--- src/rtl/czono_pkg.sv ---
// Shared types and helpers for the constrained-zonotope stream reader:
// section encoding, header packing and the section-skip sequencing rule.
package czono_pkg;

  typedef enum logic [2:0] {IDLE, HDR, C, G, A, B, DRAIN} czono_sec_e;

  localparam logic [7:0] HDR_MAGIC = 8'hC2;

  function automatic logic [31:0] pack_header(input logic [7:0] n, input logic [7:0] ng,
                                              input logic [7:0] nc);
    return {HDR_MAGIC, nc, ng, n};
  endfunction

  // Next non-empty section after s; empty sections are skipped, DRAIN once nothing is left.
  function automatic czono_sec_e next_sec(input czono_sec_e s, input logic [7:0] n,
                                          input logic [7:0] ng, input logic [7:0] nc);
    czono_sec_e r;
    r = DRAIN;
    if (s == HDR && n != 8'd0)
      r = C;
    else if ((s == HDR || s == C) && n != 8'd0 && ng != 8'd0)
      r = G;
    else if ((s == HDR || s == C || s == G) && ng != 8'd0 && nc != 8'd0)
      r = A;
    else if ((s == HDR || s == C || s == G || s == A) && nc != 8'd0)
      r = B;
    return r;
  endfunction

endpackage

--- src/rtl/stream_fifo2.sv ---
// Two-entry FIFO holding {last, data} words between the RAM read path and the stream port.
module stream_fifo2 #(
  parameter int W = 33
) (
  input  logic         clk_i,
  input  logic         rstn_i,
  input  logic         push,
  input  logic         pop,
  input  logic [W-1:0] din,
  output logic [W-1:0] dout,
  output logic         full,
  output logic         empty,
  output logic [1:0]   count
);

  logic [W-1:0] mem_reg [2];
  logic         wr_ptr_reg;
  logic         rd_ptr_reg;
  logic [1:0]   count_reg;

  always_ff @(posedge clk_i or negedge rstn_i) begin
    if (!rstn_i) begin
      mem_reg[0] <= '0;
      mem_reg[1] <= '0;
      wr_ptr_reg <= 1'b0;
      rd_ptr_reg <= 1'b0;
      count_reg  <= 2'd0;
    end else begin
      if (push) begin
        mem_reg[wr_ptr_reg] <= din;
        wr_ptr_reg          <= ~wr_ptr_reg;
      end
      if (pop)
        rd_ptr_reg <= ~rd_ptr_reg;
      count_reg <= count_reg + {1'b0, push} - {1'b0, pop};
    end
  end

  assign dout  = mem_reg[rd_ptr_reg];
  assign full  = count_reg == 2'd2;
  assign empty = count_reg == 2'd0;
  assign count = count_reg;

endmodule

--- src/rtl/czonotope_stream_reader.sv ---
// Serializes a constrained zonotope (header, c, G, A, b) from its block RAMs onto a
// valid/ready word stream, keeping at most two words in flight ahead of the consumer.
module czonotope_stream_reader
  import czono_pkg::*;
#(
  parameter int NMAX       = 3,
  parameter int NGMAX      = 15,
  parameter int NCMAX      = 12,
  parameter int DATA_WIDTH = 32
) (
  input  logic                        clk_i,
  input  logic                        rstn_i,
  input  logic                        start_i,
  input  logic [$clog2(NMAX+1)-1:0]   n_i,
  input  logic [$clog2(NGMAX+1)-1:0]  ng_i,
  input  logic [$clog2(NCMAX+1)-1:0]  nc_i,
  output logic [$clog2(NMAX)-1:0]     c_addr,
  input  logic [DATA_WIDTH-1:0]       c_rdata,
  output logic [$clog2(NMAX)-1:0]     G_raddr,
  output logic [$clog2(NGMAX)-1:0]    G_caddr,
  input  logic [DATA_WIDTH-1:0]       G_rdata,
  output logic [$clog2(NCMAX)-1:0]    A_raddr,
  output logic [$clog2(NGMAX)-1:0]    A_caddr,
  input  logic [DATA_WIDTH-1:0]       A_rdata,
  output logic [$clog2(NCMAX)-1:0]    b_addr,
  input  logic [DATA_WIDTH-1:0]       b_rdata,
  output logic [DATA_WIDTH-1:0]       m_tdata,
  output logic                        m_tvalid,
  input  logic                        m_tready,
  output logic                        m_tlast,
  output logic                        busy_o,
  output logic                        done_o
);

  localparam int AW_N = $clog2(NMAX);
  localparam int AW_G = $clog2(NGMAX);
  localparam int AW_C = $clog2(NCMAX);

  czono_sec_e state_reg, tag_reg, cur_sec, nsec;
  logic [7:0] n_reg, ng_reg, nc_reg, row_reg, col_reg;
  logic [7:0] n_in, ng_in, nc_in, dn, dng, dnc, cur_row, cur_col, row_lim;
  logic       inflight_reg, tag_last_reg, busy_reg, done_reg;
  logic       idle, launch, issue, row_end, col_end, sec_end, is_last, hdr_last;
  logic       push, pop, full, empty;
  logic [1:0] fifo_count;
  logic [2:0] occ;
  logic [DATA_WIDTH-1:0] sec_data, hdr_word;
  logic [DATA_WIDTH:0]   fifo_din, fifo_dout;

  assign n_in  = 8'(n_i);
  assign ng_in = 8'(ng_i);
  assign nc_in = 8'(nc_i);

  // The start cycle already issues element 0 of the first section so the header
  // and the first RAM word leave back to back.
  always_comb begin
    idle     = state_reg == IDLE;
    launch   = idle && start_i;
    dn       = idle ? n_in  : n_reg;
    dng      = idle ? ng_in : ng_reg;
    dnc      = idle ? nc_in : nc_reg;
    cur_sec  = idle ? next_sec(HDR, n_in, ng_in, nc_in) : state_reg;
    cur_row  = idle ? 8'd0 : row_reg;
    cur_col  = idle ? 8'd0 : col_reg;
    row_lim  = (cur_sec == C || cur_sec == G) ? dn - 8'd1 : dnc - 8'd1;
    row_end  = cur_row == row_lim;
    col_end  = (cur_sec == C || cur_sec == B) ? 1'b1 : (cur_col == dng - 8'd1);
    sec_end  = row_end && col_end;
    nsec     = next_sec(cur_sec, dn, dng, dnc);
    is_last  = sec_end && nsec == DRAIN;
    hdr_last = next_sec(HDR, n_in, ng_in, nc_in) == DRAIN;
    pop      = m_tvalid && m_tready;
    push     = inflight_reg || launch;
    // Occupancy after this cycle's push/pop; a new read only goes out if its word will fit.
    occ      = 3'(fifo_count) + 3'(inflight_reg) + 3'(launch) - 3'(pop);
    issue    = (cur_sec inside {C, G, A, B}) && (launch || !idle) && occ < 3'd2;
  end

  always_comb begin
    c_addr  = '0;
    G_raddr = '0;
    G_caddr = '0;
    A_raddr = '0;
    A_caddr = '0;
    b_addr  = '0;
    if (issue) begin
      case (cur_sec)
        C: c_addr = cur_row[AW_N-1:0];
        G: begin
          G_raddr = cur_row[AW_N-1:0];
          G_caddr = cur_col[AW_G-1:0];
        end
        A: begin
          A_raddr = cur_row[AW_C-1:0];
          A_caddr = cur_col[AW_G-1:0];
        end
        B: b_addr = cur_row[AW_C-1:0];
        default: ;
      endcase
    end
  end

  always_comb begin
    sec_data = '0;
    case (tag_reg)
      C:       sec_data = c_rdata;
      G:       sec_data = G_rdata;
      A:       sec_data = A_rdata;
      B:       sec_data = b_rdata;
      default: ;
    endcase
  end

  assign hdr_word = DATA_WIDTH'(pack_header(n_in, ng_in, nc_in));
  assign fifo_din = inflight_reg ? {tag_last_reg, sec_data} : {hdr_last, hdr_word};

  always_ff @(posedge clk_i or negedge rstn_i) begin
    if (!rstn_i) begin
      state_reg    <= IDLE;
      tag_reg      <= IDLE;
      n_reg        <= 8'd0;
      ng_reg       <= 8'd0;
      nc_reg       <= 8'd0;
      row_reg      <= 8'd0;
      col_reg      <= 8'd0;
      inflight_reg <= 1'b0;
      tag_last_reg <= 1'b0;
      busy_reg     <= 1'b0;
      done_reg     <= 1'b0;
    end else begin
      done_reg     <= 1'b0;
      inflight_reg <= issue;
      if (issue) begin
        tag_reg      <= cur_sec;
        tag_last_reg <= is_last;
      end
      if (launch) begin
        n_reg    <= n_in;
        ng_reg   <= ng_in;
        nc_reg   <= nc_in;
        busy_reg <= 1'b1;
      end
      if (issue) begin
        if (sec_end) begin
          state_reg <= nsec;
          row_reg   <= 8'd0;
          col_reg   <= 8'd0;
        end else if (row_end) begin
          state_reg <= cur_sec;
          row_reg   <= 8'd0;
          col_reg   <= cur_col + 8'd1;
        end else begin
          state_reg <= cur_sec;
          row_reg   <= cur_row + 8'd1;
          col_reg   <= cur_col;
        end
      end else if (launch) begin
        state_reg <= cur_sec;
        row_reg   <= 8'd0;
        col_reg   <= 8'd0;
      end
      if (state_reg == DRAIN && pop && fifo_dout[DATA_WIDTH]) begin
        state_reg <= IDLE;
        busy_reg  <= 1'b0;
        done_reg  <= 1'b1;
      end
    end
  end

  stream_fifo2 #(.W(DATA_WIDTH + 1)) u_fifo (
    .clk_i  (clk_i),
    .rstn_i (rstn_i),
    .push   (push),
    .pop    (pop),
    .din    (fifo_din),
    .dout   (fifo_dout),
    .full   (full),
    .empty  (empty),
    .count  (fifo_count)
  );

  assign m_tvalid = !empty;
  assign m_tdata  = fifo_dout[DATA_WIDTH-1:0];
  assign m_tlast  = m_tvalid && fifo_dout[DATA_WIDTH];
  assign busy_o   = busy_reg;
  assign done_o   = done_reg;

`ifndef SYNTHESIS
  always_ff @(posedge clk_i) begin
    if (launch)
      assert (n_in <= 8'(NMAX) && ng_in <= 8'(NGMAX) && nc_in <= 8'(NCMAX));
    if (push && !pop)
      assert (!full);
  end
`endif

endmodule

--- config.mk ---
export PLATFORM = sky130hd
export DESIGN_NAME = czonotope_stream_reader
export DESIGN_NICKNAME = d
export VERILOG_FILES = /design/src/rtl/czono_pkg.sv /design/src/rtl/stream_fifo2.sv /design/src/rtl/czonotope_stream_reader.sv
export SDC_FILE = /design/constraint.sdc
export NUM_CORES = 1
export LEC_CHECK = 0
export CORE_UTILIZATION = 48
export DETAILED_ROUTE_END_ITERATION = 8
export GPL_TIMING_DRIVEN = 0
export PLACE_DENSITY = 0.86
export SLEW_MARGIN = 30
export SYNTH_ARGS = -nofsm -noshare
export SYNTH_HDL_FRONTEND = slang
export SYNTH_HIERARCHICAL = 1
export SYNTH_SLANG_ARGS = --single-unit
--- constraint.sdc ---
create_clock -name clk_i -period 15.45 [get_ports clk_i]
set_clock_uncertainty 0.2 [all_clocks]
set_input_delay 4.635 -clock clk_i [delete_from_list [all_inputs] [get_ports clk_i]]
set_output_delay 4.635 -clock clk_i [all_outputs]
set_load 0.01 [all_outputs]
== Word level (Yosys, flattened, before mapping) ==
Index checks and enable logic that the tools add are counted.
Storage, ports and cells
  output and inout bits: 56
  flip-flop bits (word level): 106
  word-level logic and storage cells: 137
Cells by class
  bitwise operators: 4
  $add $sub $neg: 10
  equal/unequal tests: 14
  $lt $le $gt $ge: 4
  mux-type cells: 50
  reductions and logical operators: 39
Operator list (number)
  33-bit 2-to-1 mux: 5
  32-bit one-hot mux with 4 select lines: 1
  8-bit 2-to-1 mux: 10
  66-bit bitwise mux: 1
  8-bit nonzero test: 6
  4-bit 2-to-1 mux: 10
  33-bit demux with 1-bit select: 1
  3-bit 2-to-1 mux: 9
  3-bit equality test (second input constant): 7
  1-bit logical AND: 18
  2-bit 2-to-1 mux: 9
  8-bit by 1-bit adder with 8-bit output (second input constant): 2
  8-bit equality test: 2
  3-bit by 2-bit equality test with 1-bit output (second input constant): 4
  4-bit by 1-bit subtractor with 5-bit output (second input constant): 2
  1-bit logical OR: 7
  2-bit >= comparator (second input constant): 2
  1-bit 2-to-1 mux: 4
  1-bit inverter with 2-bit output: 2
  2-bit nonzero test: 2
  4-bit nonzero test: 1
  2-bit by 1-bit adder with 3-bit output: 1
  3-bit by 1-bit adder with 3-bit output: 1
  3-bit by 1-bit equality test with 1-bit output (second input constant): 1
  other kinds (11): 13

== Longest topological paths before layout ==
  depth after elaboration: 18
  depth in mapped cells: 18
  gate-level depth less buffers: 13

== By module ==
Netlist, hierarchy kept.
By module, submodules not included
  czonotope_stream_reader: area each 3707.3 um^2, instances 1, cells each 510
  stream_fifo2: area each 3196.8 um^2, instances 1, cells each 192

== Least setup slack after synthesis ==
No wires, ideal clock.
  path kind: input to output
  start: input port start_i
  end: output port A_caddr[3]
  path slack: 3.258 ns
  buffers on the path: 3
  required time: 10.615 ns
  cell stages on the path: 14
  arrival: 7.358 ns
  cells stage by stage: nand2_1 -> clkbuf_1 -> clkbuf_1 -> ha_1 -> inv_1 -> ha_1 -> a21o_1 -> fa_1 -> xnor2_1 -> nor2_1 -> o21ai_0 -> or2_2 -> clkbuf_1 -> nor2_1
On the way
  cells in the longest elaborated chain, start to end: 6
  elaborated cells on any way between the ends: 8
  those cells by class: 2 x add/sub; 1 x order compare; 1 x mux; 4 x reduce/logical
Ends and longest elaborated chain
  from (decl): line czonotope_stream_reader.sv:13  | input logic start_i,
  1-bit logical AND *: line czonotope_stream_reader.sv:58  | launch = idle && start_i;
  3-bit by 1-bit adder with 3-bit output: line czonotope_stream_reader.sv:75  | occ = 3'(fifo_count) + 3'(inflight_reg) + 3'(launch) - 3'(pop);
  3-bit by 1-bit subtractor with 3-bit output: line czonotope_stream_reader.sv:75
  3-bit by 2-bit < comparator with 1-bit output: line czonotope_stream_reader.sv:76  | issue = (cur_sec inside {C, G, A, B}) && (launch || !idle) && occ < 3'd2;
  1-bit logical AND *: line czonotope_stream_reader.sv:76
  4-bit 2-to-1 mux *: line czonotope_stream_reader.sv:86  | if (issue) begin
  to (decl): line czonotope_stream_reader.sv:23  | output logic [$clog2(NGMAX)-1:0] A_caddr,
Every way passes the cells marked *; elsewhere a longest branch is shown, timed or not.

== Final worst setup path ==
  start: input port start_i
  end: output port A_raddr[2]
On the way
  cells in the longest elaborated chain, start to end: 6
  elaborated cells on any way between the ends: 8
  those cells by class: 2 x add/sub; 1 x order compare; 1 x mux; 4 x reduce/logical
Ends and longest elaborated chain
  1-bit logical AND *: line czonotope_stream_reader.sv:58
  3-bit by 1-bit adder with 3-bit output: line czonotope_stream_reader.sv:75
  3-bit by 1-bit subtractor with 3-bit output: line czonotope_stream_reader.sv:75
  3-bit by 2-bit < comparator with 1-bit output: line czonotope_stream_reader.sv:76
  1-bit logical AND *: line czonotope_stream_reader.sv:76
  4-bit 2-to-1 mux *: line czonotope_stream_reader.sv:86
  to (decl): line czonotope_stream_reader.sv:22  | output logic [$clog2(NCMAX)-1:0] A_raddr,
Marks and branches as above.

==> run_results.csv <==
group,metric,value,unit
floorplanning,top_level_ports,198,
finish,design.final.nets,1064,
sta,rsz0062_at_grt,"no",
floorplanning,fp.coreArea,0.0139,sq mm
sta,layout_worst_path_cycle_share,90.6,%
global_route,final_global_route_overflow_total,0,
placed_design,gp_congestion,0.928,
finish,stdcell_count,1095,
cts,worstSkewPairLatency,350,ps
worst_setup_path,crit_path_frequent_cell,"sky130_fd_sc_hd__clkbuf_1",
finish,area_growth,37.0,%
worst_setup_path,timing.critical_path.arrival,9160,ps
worst_hold_path,class_of_the_tightest_hold_or_removal_check,"flip-flop to flip-flop",
placed_design,dp.final_hpwl,17200,um
sta,setup-tns-final,0,ps
routing,post-route-drc-count,0,
global_route,grtUsageTotal,31.5,%
sta,timing.max_slew.rel_slack,43.0,%
worst_setup_path,worst_path_dominant_cell_family,"buffers and inverters",
placed_design,buffer_ports.inserted,197,
routing,antenna_violating_nets_post_route,0,
job,maxCapViolations,0,
logic_synthesis,syn_inst,701,
pwr,irDropWorstVdd,0.0828,mV
global_route,grt_first_pass_wirelength,35400,um
routing,post_drt_via_cell_ratio,6.11,
worst_setup_path,maximum_fanout_encountered_on_the_critical_timing_path,10,
logic_synthesis,mappedNetlistNets,855,
sta,finalWorstPathRequiredPeriod,14000,ps
routing,drt_iter0_drcs,633,
cts,cts_buffers,9,
run_status,run_status,"finished clean",
cts,cts.clk_slew.worst_paths,70,ps
worst_setup_path,timing.critical_path.cells,"clkdlybuf4s50_1, nand2_1, clkbuf_1, clkbuf_1, ha_1, inv_1, ha_1, a21o_1, fa_1, xnor2_1, nor2_1, o21ai_0, or2_2, clkbuf_1, nor2_1, clkdlybuf4s50_1",
routing,first_pass_iters,6,
routing,via_count,6694,
sta,setup_viol,0,
worst_setup_path,end_kind,"primary output",
logic_synthesis,synth.yosys.warnings,6,
pwr,power_density,158,mW/mm^2
cts,post_cts_setup_driven_buffer_insertion_count,0,
logic_synthesis,syn_avg_cell_area,9.84,sq um
worst_setup_path,worst-path-buf-inv,6,
routing,routed_wl,22700,um
finish,drive_gt1_share,15.8,%
placed_design,place.detailed.instances,1079,
floorplanning,die_w,122,um
worst_setup_path,setup.worst_path.class,"input pin to primary output",
routing,avgRoutedWirePerCell,20.8,um
cts,number_of_hold_buffers_added_after_cts,0,
floorplanning,num_rows,43,
finish,largest_register_ff_count,66,
sta,clock.fmax,0.0714,GHz
cts,postCtsResizedCells,0,
cts,cts_tree,"yes",
worst_setup_path,critical-path-slowest-cell,"sky130_fd_sc_hd__clkdlybuf4s50_1",
global_route,grt_antenna_before_repair,0,
cts,cell_at_the_root_of_the_clock_tree,"sky130_fd_sc_hd__clkbuf_16",
floorplanning,initial_core_utilization,49.5,%
worst_setup_path,worst_ep_required_time,10620,ps
floorplanning,die_y,122,um
worst_setup_path,cp_slowest_stage_delay,550,ps
sta,drv_slew,0,
worst_setup_path,startpoint_type,"input pin",
logic_synthesis,synth.cell_area,0.00690,sq mm
sta,finalHoldViolations,0,
cts,clock_path_buffers,2,
pwr,p_leak,0.00388,uW
floorplanning,floorplan.die_area,0.0149,sq mm
sta,tightestPinTransition,847,ps
global_route,grt_pass1_vias,6705,
finish,antenna_cells_inserted,0,
cts,cts-htree-levels,3,
global_route,largest_net_degree_at_the_start_of_global_routing,57,
cts,cts.sink_count,106,
cell usage in the layout, fill, tap and decap left out, drive strengths merged, types with 14 or more instances in the layout:
cell / count
nor2: 60
o21ai: 28
buf: 24
dfrtp: 106
mux2: 100
o22ai: 14
clkbuf: 37
a21oi: 35
a22oi: 38
clkdlybuf4s50: 196
nand2: 49
inv: 37
power breakdown:
group,switching (uW),internal (uW),total (uW)
Sequential,52.5,345,398
Clock,112,144,256
Combinational,456,380,836
Total,620,869,1490
through the flow:
| stage | util, % | cell area [sq um] | worst slack (ps) | total power (uW) | hold WS [ps] |
|---|---|---|---|---|---|
| CTS | 67.8 | 9450 | 1450 | 1480 | 293 |
| global route | 67.8 | 9450 | 1200 | 1570 | 323 |
| detailed placement | 65.5 | 9120 | 1460 | 1220 | 275 |
| finish | 67.8 | 9450 | 1450 | 1490 | 292 |
| global placement | 65.3 | 9090 | 1530 | 1200 | 266 |
| floorplan | - | 6900 | 3260 | 943 | 244 |
layout make-up:
type	instances	area (sq um)
Clock buffer	9	225
Clock inverter	7	100
Timing Repair Buffer	198	2000
Inverter	35	131
Buffer	50	285
Sequential cell	106	2650
Multi-Input combinational cell	510	3830
Fill cell	1063	4490
Tap cell	180	225
worst reg2reg max path: cells and delay by family (launching register included):
kind	cells	cell delay [ps]
AO/OA/AOI/OAI	2	530
XOR/XNOR	1	200
adder cells (fa/ha/maj)	3	990
buffers and inverters	7	2210
flip-flops	1	450
AND/OR/NAND/NOR	4	980
metal layers:
metal | vias up | global-route usage [%] | share of wire (%)
li1 | 3006 | - | -
met1 | 3246 | 39.9 | 40
met2 | 381 | 53.4 | 49
met3 | 61 | 4.59 | 7.3
met4 | 0 | 13.6 | 3.8
met5 | - | 0 | 0
path summary, 6_finish.rpt:
| kind | start | endpoint | slack, ps | cells past startpoint |
|---|---|---|---|---|
| max in group asynchronous | rstn_i | u_fifo/mem_reg[15]$_DFFE_PN0P_ | 10400 | 2 |
| max reg2reg | state_reg[1]$_DFFE_PN0P_ | state_reg[2]$_DFFE_PN0P_ | 9770 | 17 |
| min in group asynchronous | rstn_i | state_reg[2]$_DFFE_PN0P_ | 4020 | 1 |
| max | start_i | A_raddr[2] | 1450 | 16 |
| min reg2reg | tag_last_reg$_DFFE_PN0P_ | tag_last_reg$_DFFE_PN0P_ | 290 | 2 |
| min | tag_last_reg$_DFFE_PN0P_ | tag_last_reg$_DFFE_PN0P_ | 290 | 2 |
No activity file was read; power rests on OpenSTA's default activity.
